`src/rtl/div_issue_ctrl.sv`:
```
// Issue/sequencing control for the EX-stage iterative divider (B lane).
// Optional last-result reuse is built when DIV_REUSE_EN is defined.
module div_issue_ctrl #(
   parameter int DIV_CYCLES = 33,
   parameter int CNT_W      = 6
) (
   input  logic        clk,
   input  logic        rst,
   input  logic        ex_div_req,
   input  logic        ex_div_sel,
   input  logic        ex_signed,
   input  logic [31:0] ex_x,
   input  logic [31:0] ex_y,
   input  logic        flush,
   input  logic        pipe_hold,
   output logic        core_start,
   output logic        core_abort,
   output logic [31:0] core_x,
   output logic [31:0] core_y,
   output logic        core_signed,
   input  logic        core_done,
   input  logic [31:0] core_quo,
   input  logic [31:0] core_rem,
   output logic        stall_div,
   output logic        res_valid,
   output logic [31:0] res_data,
   output logic        err_timeout
);

   // state  | meaning
   // S_IDLE | no divide in flight; accepts requests
   // S_BUSY | core running, counting toward timeout
   // S_DONE | result presented to MEM until pipe_hold drops
   typedef enum logic [1:0] {S_IDLE, S_BUSY, S_DONE} state_t;

   localparam logic [CNT_W-1:0] LP_TMO = CNT_W'(DIV_CYCLES);

   state_t           r_state;
   logic [CNT_W-1:0] r_cnt;
   logic [31:0]      r_x, r_y, r_result;
   logic             r_signed, r_sel, r_err;

   logic        w_idle, w_busy, w_done, w_req, w_special, w_hit;
   logic        w_start, w_tmo, w_core_ok;
   logic [31:0] w_spec_res, w_hit_data;

   assign w_idle    = (r_state == S_IDLE);
   assign w_busy    = (r_state == S_BUSY);
   assign w_done    = (r_state == S_DONE);
   assign w_req     = ex_div_req & ~flush & ~rst;
   assign w_special = (ex_y == 32'd0) |
                      (ex_signed & (ex_x == 32'h8000_0000) & (ex_y == 32'hFFFF_FFFF));

   // y==0 gives quo=0/rem=x; signed overflow gives quo=INT_MIN/rem=0
   always_comb begin
      w_spec_res = 32'd0;
      if (ex_y == 32'd0) w_spec_res = ex_div_sel ? ex_x : 32'd0;
      else               w_spec_res = ex_div_sel ? 32'd0 : 32'h8000_0000;
   end

`ifdef DIV_REUSE_EN
   logic [31:0] r_rx, r_ry, r_rquo, r_rrem;
   logic        r_rsgn, r_rvld;

   assign w_hit      = w_idle & w_req & r_rvld & (ex_x == r_rx) & (ex_y == r_ry) &
                       (ex_signed == r_rsgn);
   assign w_hit_data = ex_div_sel ? r_rrem : r_rquo;

   always_ff @(posedge clk) begin
      if (rst) begin
         r_rx   <= '0;
         r_ry   <= '0;
         r_rquo <= '0;
         r_rrem <= '0;
         r_rsgn <= 1'b0;
         r_rvld <= 1'b0;
      end else if (w_core_ok) begin
         r_rx   <= r_x;
         r_ry   <= r_y;
         r_rsgn <= r_signed;
         r_rquo <= core_quo;
         r_rrem <= core_rem;
         r_rvld <= 1'b1;
      end
   end
`else
   assign w_hit      = 1'b0;
   assign w_hit_data = 32'd0;
`endif

   assign w_start   = w_idle & w_req & ~w_special & ~w_hit;
   assign w_core_ok = w_busy & ~flush & core_done;
   assign w_tmo     = w_busy & ~flush & ~core_done & (r_cnt == LP_TMO);

   assign core_start  = w_start;
   assign core_abort  = w_busy & ~rst & (flush | w_tmo);
   assign core_x      = w_start ? ex_x : r_x;
   assign core_y      = w_start ? ex_y : r_y;
   assign core_signed = w_start ? ex_signed : r_signed;
   assign stall_div   = ~rst & ((w_idle & w_req & ~w_hit) | (w_busy & ~flush));
   assign res_valid   = (w_done & ~rst) | w_hit;
   assign res_data    = w_hit ? w_hit_data : (w_done & ~rst) ? r_result : 32'd0;
   assign err_timeout = r_err;

   always_ff @(posedge clk) begin
      if (rst) begin
         r_state  <= S_IDLE;
         r_cnt    <= '0;
         r_x      <= '0;
         r_y      <= '0;
         r_signed <= 1'b0;
         r_sel    <= 1'b0;
         r_result <= '0;
         r_err    <= 1'b0;
      end else begin
         unique case (r_state)
            S_IDLE: begin
               r_cnt <= '0;
               if (w_req && !w_hit) begin
                  if (w_special) begin
                     r_result <= w_spec_res;
                     r_state  <= S_DONE;
                  end else begin
                     r_x      <= ex_x;
                     r_y      <= ex_y;
                     r_signed <= ex_signed;
                     r_sel    <= ex_div_sel;
                     r_cnt    <= CNT_W'(1);
                     r_state  <= S_BUSY;
                  end
               end
            end
            S_BUSY: begin
               if (flush) begin
                  r_cnt   <= '0;
                  r_state <= S_IDLE;
               end else if (core_done) begin
                  r_result <= r_sel ? core_rem : core_quo;
                  r_cnt    <= '0;
                  r_state  <= S_DONE;
               end else if (r_cnt == LP_TMO) begin
                  r_err    <= 1'b1;
                  r_result <= '0;
                  r_cnt    <= '0;
                  r_state  <= S_DONE;
               end else begin
                  r_cnt <= r_cnt + CNT_W'(1);
               end
            end
            S_DONE: begin
               r_cnt <= '0;
               if (flush || !pipe_hold) r_state <= S_IDLE;
            end
            default: begin
               r_cnt   <= '0;
               r_state <= S_IDLE;
            end
         endcase
      end
   end

endmodule

```
`config.mk`:
```
export PLATFORM = sky130hd
export DESIGN_NAME = div_issue_ctrl
export DESIGN_NICKNAME = d
export VERILOG_FILES = /design/src/rtl/div_issue_ctrl.sv
export SDC_FILE = /design/constraint.sdc
export NUM_CORES = 1
export LEC_CHECK = 0
export BUFFER_PORTS_ARGS = -buffer_cell sky130_fd_sc_hd__buf_2
export CORE_MARGIN = 2
export CORE_UTILIZATION = 49
export CTS_CLUSTER_SIZE = 25
export DETAILED_ROUTE_END_ITERATION = 12
export HOLD_SLACK_MARGIN = 0.06
export PLACE_DENSITY_LB_ADDON = 0.15
export SYNTH_ARGS = -nofsm -noshare
export SYNTH_HDL_FRONTEND = slang
export SYNTH_SLANG_ARGS = --single-unit
```
`constraint.sdc`:
```
create_clock -name clk -period 8 [get_ports clk]
set_input_delay 1.6 -clock clk [delete_from_list [all_inputs] [get_ports clk]]
set_output_delay 1.6 -clock clk [all_outputs]
set_load 0.03 [all_outputs]
```
# After elaboration in Yosys (flattened, before gate mapping)
# Index checks and enable logic that the tools add are counted.
[classes] addsub=1 n_eq_ne=11 n_mux=27 bitwise_logic=20 n_reduce_logical=9
[op_table] cell="$mux 32" count=12
[op_table] cell="$eq 32x32->1 const B" count=2
[op_table] cell="$pmux 32 s2" count=1
[op_table] cell="$logic_not 32->1" count=1
[op_table] cell="$mux 6" count=3
[op_table] cell="$and 1x1->1" count=13
[op_table] cell="$mux 2" count=6
[op_table] cell="$pmux 6 s2" count=1
[op_table] cell="$add 6x1->6 const B" count=1
[op_table] cell="$eq 6x6->1 const B" count=1
[op_table] cell="$ne 2x1->1 const B" count=3
[op_table] cell="$pmux 2 s3" count=1
[op_table] cell="$reduce_and 3->1" count=2
[op_table] cell="$reduce_and 5->1" count=1
[op_table] cell="$ne 4x3->1 const B" count=1
[op_table] cell="$not 1->1" count=4
[op_table] cell="$reduce_and 4->1" count=1
[op_table] cell="$mux 1" count=3
[op_table] cell="$ne 3x2->1 const B" count=1
[op_table] cell="$or 1x1->1" count=3
[op_table] cell="$eq 2x1->1 const B" count=1
[op_table] cell="$eq 2x2->1 const B" count=1
[op_table] cell="$logic_not 2->1" count=1
[op_table] cell="$ne 2x2->1 const B" count=1
[op_table] cell="other kinds (3)" count=3
[word_totals] reg_bits=107 input_bits=136 out_inout_bits=102 word_cells=76

# Depth between registers and ports, before layout
# Gate-level depths: netlist (run 1).
[depth] ltp_word=7 mapped_depth=10 ltp_nobuf=7

# Worst setup path before layout (run 1)
# OpenSTA, ideal clock, no wires.
[synth_timing] kind="input -> output" from="in ex_x[3]" to="out core_x[0]" t_arrival_ns=3.342 required_time_ns=6.400 setup_slack_ns=3.058 cell_stages=7 path_buffers=2 path_cell_list="nand4b_1 or4_1 nor4_2 a21oi_2 buf_6 buf_6 mux2_4"
[synth_via] elab_chain_cells=7
[synth_lines] item="from (decl)" line_no="12" rtl="input logic [31:0] ex_x,"
[synth_lines] item="$eq 32x32->1" line_no="52" rtl="(ex_signed & (ex_x == 32'h8000_0000) & (ex_y == 32'hFFFF_FFFF));"
[synth_lines] item="$and 1x1->1 (2 in a row)" line_no="52"
[synth_lines] item="$or 1x1->1" line_no="51" rtl="assign w_special = (ex_y == 32'd0) |"
[synth_lines] item="$not 1->1 (no source line)"
[synth_lines] item="$and 1x1->1" line_no="91" rtl="assign w_start = w_idle & w_req & ~w_special & ~w_hit;"
[synth_lines] item="$mux 32" line_no="97" rtl="assign core_x = w_start ? ex_x : r_x;"
[synth_lines] item="to (decl)" line_no="18" rtl="output logic [31:0] core_x,"
# No other way between the ends.

# Final worst setup path (run 1)
[layout_timing] from="in flush" to="out core_y[3]"
[layout_via] elab_chain_cells=6
[layout_lines] item="from (decl)" line_no="14" rtl="input logic flush,"
[layout_lines] item="$not 1->1" line_no="50" rtl="assign w_req = ex_div_req & ~flush & ~rst;"
[layout_lines] item="$and 1x1->1 (2 in a row)" line_no="50"
[layout_lines] item="$and 1x1->1 (2 in a row)" line_no="91"
[layout_lines] item="$mux 32" line_no="98" rtl="assign core_y = w_start ? ex_y : r_y;"
[layout_lines] item="to (decl)" line_no="19" rtl="output logic [31:0] core_y,"
# No other way between the ends.

==> results of run 1 <==
## power by group through the flow
stage	Combinational, mW	Sequential [mW]	Clock (mW)
after floorplan	0.111	0.561	0
after global placement	0.180	0.565	0
after detailed placement	0.182	0.566	0
after CTS	0.183	0.554	0.397
after global routing	0.195	0.555	0.419
final	0.182	0.554	0.394
## cell usage after synthesis, types with 5 or more instances
cell	number
mux2_4	10
a21oi_1	35
mux2_2	55
nor2_1	45
mux2i_1	34
dfxtp_1	107
nor4_1	14
clkbuf_1	32
and2_1	32
nor3_1	36
nor2b_1	66
nand4_1	7
buf_2	12
nand2_1	5
a211oi_1	34
## registers in the layout, indices dropped and copies added, names as in the netlist
register / flops
r_cnt: 6
r_sel: 1
err_timeout: 1
r_state: 2
r_signed: 1
r_y: 32
r_result: 32
r_x: 32
## metal layers
layer	vias up	track usage
li1	2400	-
met1	2283	0.327
met2	176	0.448
met3	14	0.0482
met4	0	0.0815
met5	-	0
## layout make-up
type                    count  share of cell area
well taps                 136              0.0252
flip-flops and latches    107               0.317
clock inverters             7              0.0172
multi-input cells         409               0.438
inverters                   2             0.00111
repair buffers            242               0.183
clock buffers               9              0.0183
## final timing paths
check	end	slack, ns
worst max-delay path	core_y[3]	2.16
worst min-delay path	r_cnt[0]	0.53
worst max register to register	r_y[7]	5.04
worst min register to register	r_cnt[0]	0.53
## kinds of logic (layout without fill, tap and decap cells)
| logic type | count (synthesis) | in the layout |
|---|---|---|
| compound gates | 75 | 75 |
| simple gates | 229 | 229 |
| mux | 99 | 99 |
| buf+inv | 49 | 260 |
| flops | 107 | 107 |
| fa+ha+maj | 2 | 2 |
| xor+xnor | 4 | 4 |
## through the flow
stage	cell area, µm²	hold slack, ns	utilization
4_1_cts	6760	0.520	0.649
3_5_place_dp	6520	0.497	0.626
6_report	6760	0.529	0.649
2_1_floorplan	5300	0.464	-
5_1_grt	6760	0.544	0.649
3_3_place_gp	6520	0.478	0.626
## cells in the final DEF, fill, tap and decap left out, types with 2 or more instances in the layout
master       n
buf_2      236
dfxtp_1    106
nor2b_1     66
mux2_2      55
nor2_1      45
nor3_1      36
a21oi_1     35
mux2i_1     34
a211oi_1    34
and2_1      32
nor4_1      14
mux2_4      10
clkbuf_8     9
nand4_1      7
nand2_1      5
buf_4        5
or4_1        3
nand3_1      3
nand2b_1     3
bufinv_16    3
nor4b_1      2
and4b_1      2
inv_1        2
and3_1       2
xor2_1       2
xnor2_1      2
ha_1         2
clkinv_2     2
==> flow_summary.yaml, run 1 <==
grt:
  grt_pass1_wl_mm: 23.4
  grt_max_degree: 106
  antenna_found_initial: 0
  grt.overflow.total: 0
  grt_pass1_vias: 4642
  track_usage: 0.259
clocking:
  htree_levels: 3
  cts_resized: 0
  cts_tree: "done"
  clock_latency_ns: 0.37
  cts.sinks: 107
  clockBufferDepth: 2
  clkSlewWorstSetupHoldPaths_ns: 0.10
  cts_setup_buffers: 0
  cts-buffers-inserted: 9
  cts_root_buffer: "clkbuf_8"
  hold_buffers: 0
worst_setup_path:
  cp_num_buf_inv: 3
  critical_path_class: "in2out"
  worstPathArrival_ns: 4.24
  cp-start-kind: "primary input"
  cp_slowest_cell: "a21oi_4"
  reg2reg_depth: 6
  cp-end-kind: "output port"
  cp-startpoint: "flush"
  required_ns: 6.40
  crit_cells: 8
  rr_startpoint: "r_state[0]"
  path_max_fanout: 42
  path_delay_family: "compound AO/OA/AOI/OAI gates"
  path_cells: "buf_2 -> nand2b_1 -> nor4_1 -> o21ai_0 -> a21oi_4 -> buf_12 -> mux2_2 -> buf_2"
  cpPeakStageDelay_ns: 0.81
  path_common_cell: "buf_2"
pwr:
  p_switching_mw: 0.299
  sw_frac_of_total: 0.264
  p_clk_frac: 0.349
  seqPwrFrac: 0.490
  internal_power_mw: 0.830
  max-vdd-ir-drop_mv: 0.0989
  leakage_nw: 3.00
  p_comb_frac: 0.161
  p_total_mw: 1.13
  power_density_mw_per_mm2: 167
detailed_routing:
  routed_wl_mm: 15.4
  m1WireLength_mm: 6.43
  dr.max_layer_used: "met4"
  num_vias: 4873
  firstDrtPassIters: 4
  met3_length_mm: 1.22
  drc: 0
  ant_nets: 0
  wire_per_inst_um: 16.9
  wl_met2_mm: 7.63
  drt_iter0_drc: 190
  vias_per_cell: 5.34
min_path:
  hold_path.class: "reg2reg"
  holdPathStages: 1
  hp-start: "r_cnt[0]"
synth:
  ys_seq_elements: 107
  synthTopCellsByArea: "dfxtp_1 40%, mux2_2 12%, nor2b_1 7.8%"
  muxShareOfSynthArea: 0.209
  synth_top_family_by_area: "simple AND/OR/NAND/NOR gates"
  syn_nets: 703
  yosys_warnings: 0
  yosysUniqueCellTypes: 42
  synth_area_per_cell_um2: 9.39
  postSynthCellCount: 565
  synth_compound_area_frac: 0.0906
  synth_top_flop_cell: "dfxtp_1"
  ys_seq_area_frac: 0.404
  ys_async_sr_fraction: 0
  synthXorXnorAreaFrac: 0.00661
  synth_top_area_share: 0.404
  synthSimpleGateAreaFrac: 0.244
  synth_edf_count: 0
  yosysTopAreaCell: "dfxtp_1"
  synthAdderAreaFrac: 0.00472
  syn-cell-area_mm2: 0.00530
sta:
  finalSetupTns_ns: 0
  fmax_mhz: 171
  worst_pin_slew_ns: 1.26
  slew_viol_final: 0
  fin_crit_ns: 5.84
  fin_skew_ns: 0.0111
  rsz0062_at_grt: "false"
  worst_slack_ns: 2.16
  period_share: 0.730
  setup_viol: 0
  max-slew-margin-rel: 0.162
  finalHoldViolCount: 0
place:
  preCtsSetupSlack_ns: 2.17
  dpl.hpwl_mm: 11.5
  dp_cells: 896
  portBuffers: 237
  place_congestion: 0.831
cells_and_area:
  fillCellCount: 901
  drive_gt1_frac: 0.423
  synthToLayoutAreaGrowth_pct: 27.4
  regArea_mm2: 0.00214
  fin_nets: 909
  stdcell_count: 912
  multi_input_area_mm2: 0.00296
  diodes: 0
run_status:
  status: "finished clean"
floorplanning:
  start_util: 0.509
  fp.dieW_um: 108
  core_area_mm2: 0.0104
  io_pins: 238
  rows: 37
  die-area_mm2: 0.0117
  die-height_um: 108
job:
  maxCapViolCount: 0
No activity file was read; power rests on OpenSTA's default activity.
==> inputs of run 2 (changes only) <==
- ABC_AREA: not set -> 1
- clock period: 8 -> 5.8 ns (I/O delays scaled with it)
==> run 2 against run 1 <==
- clock power grew 68%
- combinational power is 110% higher
- largest cell class unchanged
- critical path depth grew 6
- critical path type unchanged
- sequential share of layout area shrank 5.4 points
- via count up 46%
- count of clock-buffer cells in the layout rose by 1
- highest routed layer is now met5
==> flow_summary.yaml, run 2 <==
detailed_routing:
  vias_per_cell: 4.77
  num_vias: 7125
  drt_iter0_drc: 490
  firstDrtPassIters: 5
  drc: 0
  routed_wl_mm: 19.4
  ant_nets: 0
  wire_per_inst_um: 13.0
cells_and_area:
  stdcell_count: 1494
  synthToLayoutAreaGrowth_pct: 22.0
  drive_gt1_frac: 0.247
  fin_nets: 1451
  final_common_cell: "nand2_1"
  fillCellCount: 1430
  reg_top3: "r_result: 32 flops, r_x: 32 flops, r_y: 32 flops"
  final_cell_mix: "262 x nand2_1, 239 x inv_1, 237 x buf_2, 207 x nor2_1, 107 x dfxtp_1"
synth:
  synthTopCellsByArea: "dfxtp_1 32%, nand2_1 15%, inv_1 13%"
  syn-cell-area_mm2: 0.00668
  synth_area_per_cell_um2: 5.96
  syn_nets: 1258
  postSynthCellCount: 1120
  ys_seq_elements: 107
  yosysUniqueCellTypes: 31
  yosysTopAreaCell: "dfxtp_1"
  synth_top_flop_cell: "dfxtp_1"
  synth_edf_count: 0
  ys_seq_area_frac: 0.321
  yosys_warnings: 0
  synth_top_area_share: 0.321
  ys_async_sr_fraction: 0
  synth.most_common_cell: "nand2_1"
  synthTopCellsByCount: "262 x nand2_1, 239 x inv_1, 207 x nor2_1"
clocking:
  clock_latency_ns: 0.36
  cts_setup_buffers: 0
  cts_root_buffer: "clkbuf_16"
  cts.sinks: 107
  hold_buffers: 0
  clockBufferDepth: 2
  cts-buffers-inserted: 9
  cts_resized: 0
  cts_tree: "done"
  clkSlewWorstSetupHoldPaths_ns: 0.07
  htree_levels: 3
sta:
  worst_pin_slew_ns: 1.15
  worst_slack_ns: 1.28
  finalSetupTns_ns: 0
  max-slew-margin-rel: 0.231
  slew_viol_final: 0
  finalHoldViolCount: 0
  rsz0062_at_grt: "false"
  fmax_mhz: 221
  period_share: 0.779
  fin_crit_ns: 4.52
  fin_skew_ns: 0.00826
  timing.hold.ws_ns: 0.454
  setup_viol: 0
pwr:
  seqPwrFrac: 0.424
  power_density_mw_per_mm2: 223
  internal_power_mw: 1.27
  p_total_mw: 1.81
  p_switching_mw: 0.547
  leakage_nw: 4.60
  p_clk_frac: 0.365
  p_comb_frac: 0.211
  max-vdd-ir-drop_mv: 0.144
  sw_frac_of_total: 0.301
floorplanning:
  fp.dieW_um: 121
  io_pins: 238
  rows: 42
  start_util: 0.502
  core_area_mm2: 0.0133
  die-area_mm2: 0.0146
  die-height_um: 121
grt:
  grt.overflow.total: 0
  antenna_found_initial: 2
  track_usage: 0.267
  grt_pass1_wl_mm: 31.1
  grt_max_degree: 72
  grt_pass1_vias: 6501
worst_setup_path:
  rrSetupSlack_ns: 2.88
  path_delay_family: "buffers and inverters"
  cp_slowest_cell: "buf_4"
  path_cells: "buf_2 -> inv_1 -> nand2_1 -> nor2_1 -> nand3b_1 -> nor2_1 -> nand3_1 -> nand2_1 -> clkinv_2 -> buf_4 -> nand3_2 -> nand2_1 -> inv_1 -> buf_2"
  critical_path_class: "in2out"
  path_common_cell: "nand2_1"
  cp-start-kind: "primary input"
  cp-end-kind: "output port"
  worstPathArrival_ns: 3.36
  path_max_fanout: 65
  cp_num_buf_inv: 6
  cpPeakStageDelay_ns: 0.72
  required_ns: 4.64
place:
  portBuffers: 237
  preCtsSetupSlack_ns: 1.35
  dp_cells: 1478
  place_congestion: 0.857
  dpl.hpwl_mm: 13.6
min_path:
  hold_path.class: "reg2reg"
job:
  maxCapViolCount: 0
run_status:
  status: "finished clean"
run 2: stage by stage:
stage          instance area, µm²  utilization
5_1_grt                      8140        0.612
3_3_place_gp                 7820        0.588
6_report                     8140        0.612
2_1_floorplan                6680            -
4_1_cts                      8140        0.612
3_5_place_dp                 7820        0.588
run 2: final timing paths:
check	startpoint	endpoint	cells after the start
setup / recovery	ex_x[4]	core_y[30]	14
hold / removal	err_timeout	err_timeout	2
setup reg to reg	r_state[1]	r_result[31]	7
hold reg to reg	err_timeout	err_timeout	2
run 2: power groups by stage:
| stage | registers (mW) | logic [mW] | clock network [mW] |
|---|---|---|---|
| 2_1_floorplan | 0.785 | 0.256 | 0 |
| 3_3_place_gp | 0.786 | 0.381 | 0 |
| 3_5_place_dp | 0.787 | 0.382 | 0 |
| 4_1_cts | 0.770 | 0.384 | 0.674 |
| 5_1_grt | 0.772 | 0.428 | 0.698 |
| 6_report | 0.770 | 0.383 | 0.662 |
run 2: final cells by class:
type / instances / area [µm²] / area share
Timing Repair Buffer: 246 / 1270 / 0.156
Multi-Input combinational cell: 704 / 3270 / 0.402
Clock inverter: 5 / 77.6 / 0.00953
Sequential cell: 107 / 2140 / 0.263
Antenna cell: 1 / 2.50 / 0.000307
Tap cell: 176 / 220 / 0.0270
Inverter: 245 / 921 / 0.113
Clock buffer: 10 / 239 / 0.0294
run 2: logic make-up after synthesis:
kind of cell               count (synthesis)  synth area share
adders and majority gates                  2           0.00375
xor gates and xnor gates                   3           0.00394
and+or+nand+nor                          598             0.406
buffers and inverters                    309             0.189
AOI/OAI and AO/OA                        101            0.0765
DFF                                      107             0.321
run 2: layer usage:
| layer | vias to the layer above | GRT usage | part of all wire |
|---|---|---|---|
| li1 | 3698 | - | - |
| met1 | 3148 | 0.360 | 0.46 |
| met2 | 248 | 0.429 | 0.45 |
| met3 | 29 | 0.0538 | 0.073 |
| met4 | 2 | 0.0814 | 0.016 |
| met5 | - | 0 | 0.00072 |
run 2: tightest hold or removal path: stages (launching register included):
cell     delay [ns]
dfxtp_1        0.31
inv_1          0.05
a21oi_1        0.05
==> inputs of run 3 (changes only) <==
- clock period: 5.8 -> 4.45 ns (I/O delays scaled with it)
==> run 3 against run 2 <==
- sequential power up 30%
- clock skew down 0.0018 ns
- flip-flop and latch count unchanged
- setup slack worse by 0.69 ns
- final cell count up 0.33%
- clock power up 16%
- core utilization about the same
- non-clock buffer count up 5
- sequential share of layout area about the same
- wire length down 0.93%
- combinational power up 32%
- global-route usage up 0.25 points
==> flow_summary.yaml, run 3 (synthesis gave the netlist of run 2 again) <==
cells_and_area:
  final_common_cell: "nand2_1"
  reg_top3: "r_result: 32 flops, r_x: 32 flops, r_y: 32 flops"
  fillCellCount: 1408
  drive_gt1_frac: 0.249
  synthToLayoutAreaGrowth_pct: 22.0
  fin_nets: 1456
  final_cell_mix: "262 x nand2_1, 239 x inv_1, 237 x buf_2, 207 x nor2_1, 107 x dfxtp_1"
  diodes: 0
run_status:
  status: "finished clean"
place:
  place_congestion: 0.844
  portBuffers: 237
  dpl.hpwl_mm: 14.1
  preCtsSetupSlack_ns: 0.591
grt:
  grt_max_degree: 72
  antenna_found_initial: 0
  grt_pass1_wl_mm: 31.2
  track_usage: 0.269
  grt_pass1_vias: 6428
  grt.overflow.total: 0
detailed_routing:
  num_vias: 7123
  firstDrtPassIters: 6
  wire_per_inst_um: 12.8
  routed_wl_mm: 19.2
  vias_per_cell: 4.75
  ant_nets: 0
  drt_iter0_drc: 481
  drc: 0
sta:
  worst_slack_ns: 0.594
  slew_viol_final: 0
  fin_skew_ns: 0.00646
  worst_pin_slew_ns: 1.14
  fin_crit_ns: 3.86
  fmax_mhz: 259
  rsz0062_at_grt: "false"
  max-slew-margin-rel: 0.238
  period_share: 0.866
  setup_viol: 0
  finalSetupTns_ns: 0
  finalHoldViolCount: 0
job:
  maxCapViolCount: 0
worst_setup_path:
  path_max_fanout: 31
  rr_startpoint: "r_state[1]"
  crit_path_end: "core_y[8]"
  cp-start-kind: "primary input"
  required_ns: 3.56
  cp-end-kind: "output port"
  worstPathArrival_ns: 2.97
  critical_path_class: "in2out"
  cp-startpoint: "ex_x[5]"
  reg2reg_depth: 8
  rrSetupSlack_ns: 2.21
  r2r-end: "r_result[15]"
floorplanning:
  fp.dieW_um: 121
  core_area_mm2: 0.0133
  rows: 42
  start_util: 0.502
  io_pins: 238
  die-height_um: 121
  die-area_mm2: 0.0146
min_path:
  hold_path.class: "reg2reg"
clocking:
  cts_setup_buffers: 0
  clockBufferDepth: 2
  cts-buffers-inserted: 9
  cts_root_buffer: "clkbuf_16"
  cts.sinks: 107
  clock_latency_ns: 0.36
  htree_levels: 3
  clkSlewWorstSetupHoldPaths_ns: 0.07
  hold_buffers: 0
  cts_resized: 0
  cts_tree: "done"
pwr:
  leakage_nw: 4.61
  max-vdd-ir-drop_mv: 0.209
  power_density_mw_per_mm2: 279
run 3: changes by cell type in the layout (fill, tap and decap cells not counted), sizes merged:
cell	change
buf	+5
bufinv	-2
clkbuf	+2
diode	-1
clkinv	+1
run 3: how the worst min path moves through the flow:
stage / from / to / cells past startpoint
after detailed placement: err_timeout / err_timeout / 2
after CTS: err_timeout / err_timeout / 2
final: err_timeout / err_timeout / 2
after floorplan: r_result[22] / r_result[22] / 2
after global placement: err_timeout / err_timeout / 2
after global routing: err_timeout / err_timeout / 2
run 3: layout make-up:
cell class / instances / area [µm²] / share of cell area
Timing Repair Buffer: 251 / 1320 / 0.162
Tap cell: 176 / 220 / 0.0270
Clock buffer: 12 / 246 / 0.0303
Clock inverter: 4 / 26.3 / 0.00323
Multi-Input combinational cell: 704 / 3270 / 0.402
Sequential cell: 107 / 2140 / 0.263
Inverter: 245 / 921 / 0.113
run 3: critical path, stage by stage:
cell and delay [ns]:
buf_2 0.09, inv_1 0.11, nand2_1 0.10, nor2_1 0.16, nand3b_1 0.13, nor2_1 0.24
nand3_1 0.16, nand2_1 0.10, clkinv_2 0.07, nand2_2 0.28, buf_12 0.23, nand2_1 0.07
nand2_1 0.08, inv_1 0.06, buf_2 0.17
run 3: metal layers:
metal | wire [µm] | share of wire | vias up | GRT usage
met1 | 8800 | 0.46 | 3128 | 0.366
met2 | 8620 | 0.45 | 248 | 0.430
met4 | 310 | 0.016 | 0 | 0.0698
met5 | 0 | 0 | - | 0
li1 | - | - | 3723 | -
met3 | 1460 | 0.076 | 24 | 0.0618
run 3: per-stage QoR:
stage	instance area, µm²	utilization	hold WS (ns)	std cells	total power, mW
finish	8150	0.613	0.460	1499	2.27
global route	8150	0.613	0.474	1499	2.39
CTS	8150	0.613	0.455	1499	2.29
detailed placement	7870	0.592	0.443	1483	1.53
global placement	7870	0.592	0.435	1483	1.52
floorplan	6680	-	0.452	1120	1.36
run 3: where the power goes:
group / switching [mW] / internal [mW] / leakage, nW / total, mW
Combinational: 0.345 / 0.159 / 3.60 / 0.504
Sequential: 0.0100 / 0.993 / 0.871 / 1.00
Clock: 0.372 / 0.395 / 0.133 / 0.767
Total: 0.726 / 1.55 / 4.61 / 2.27
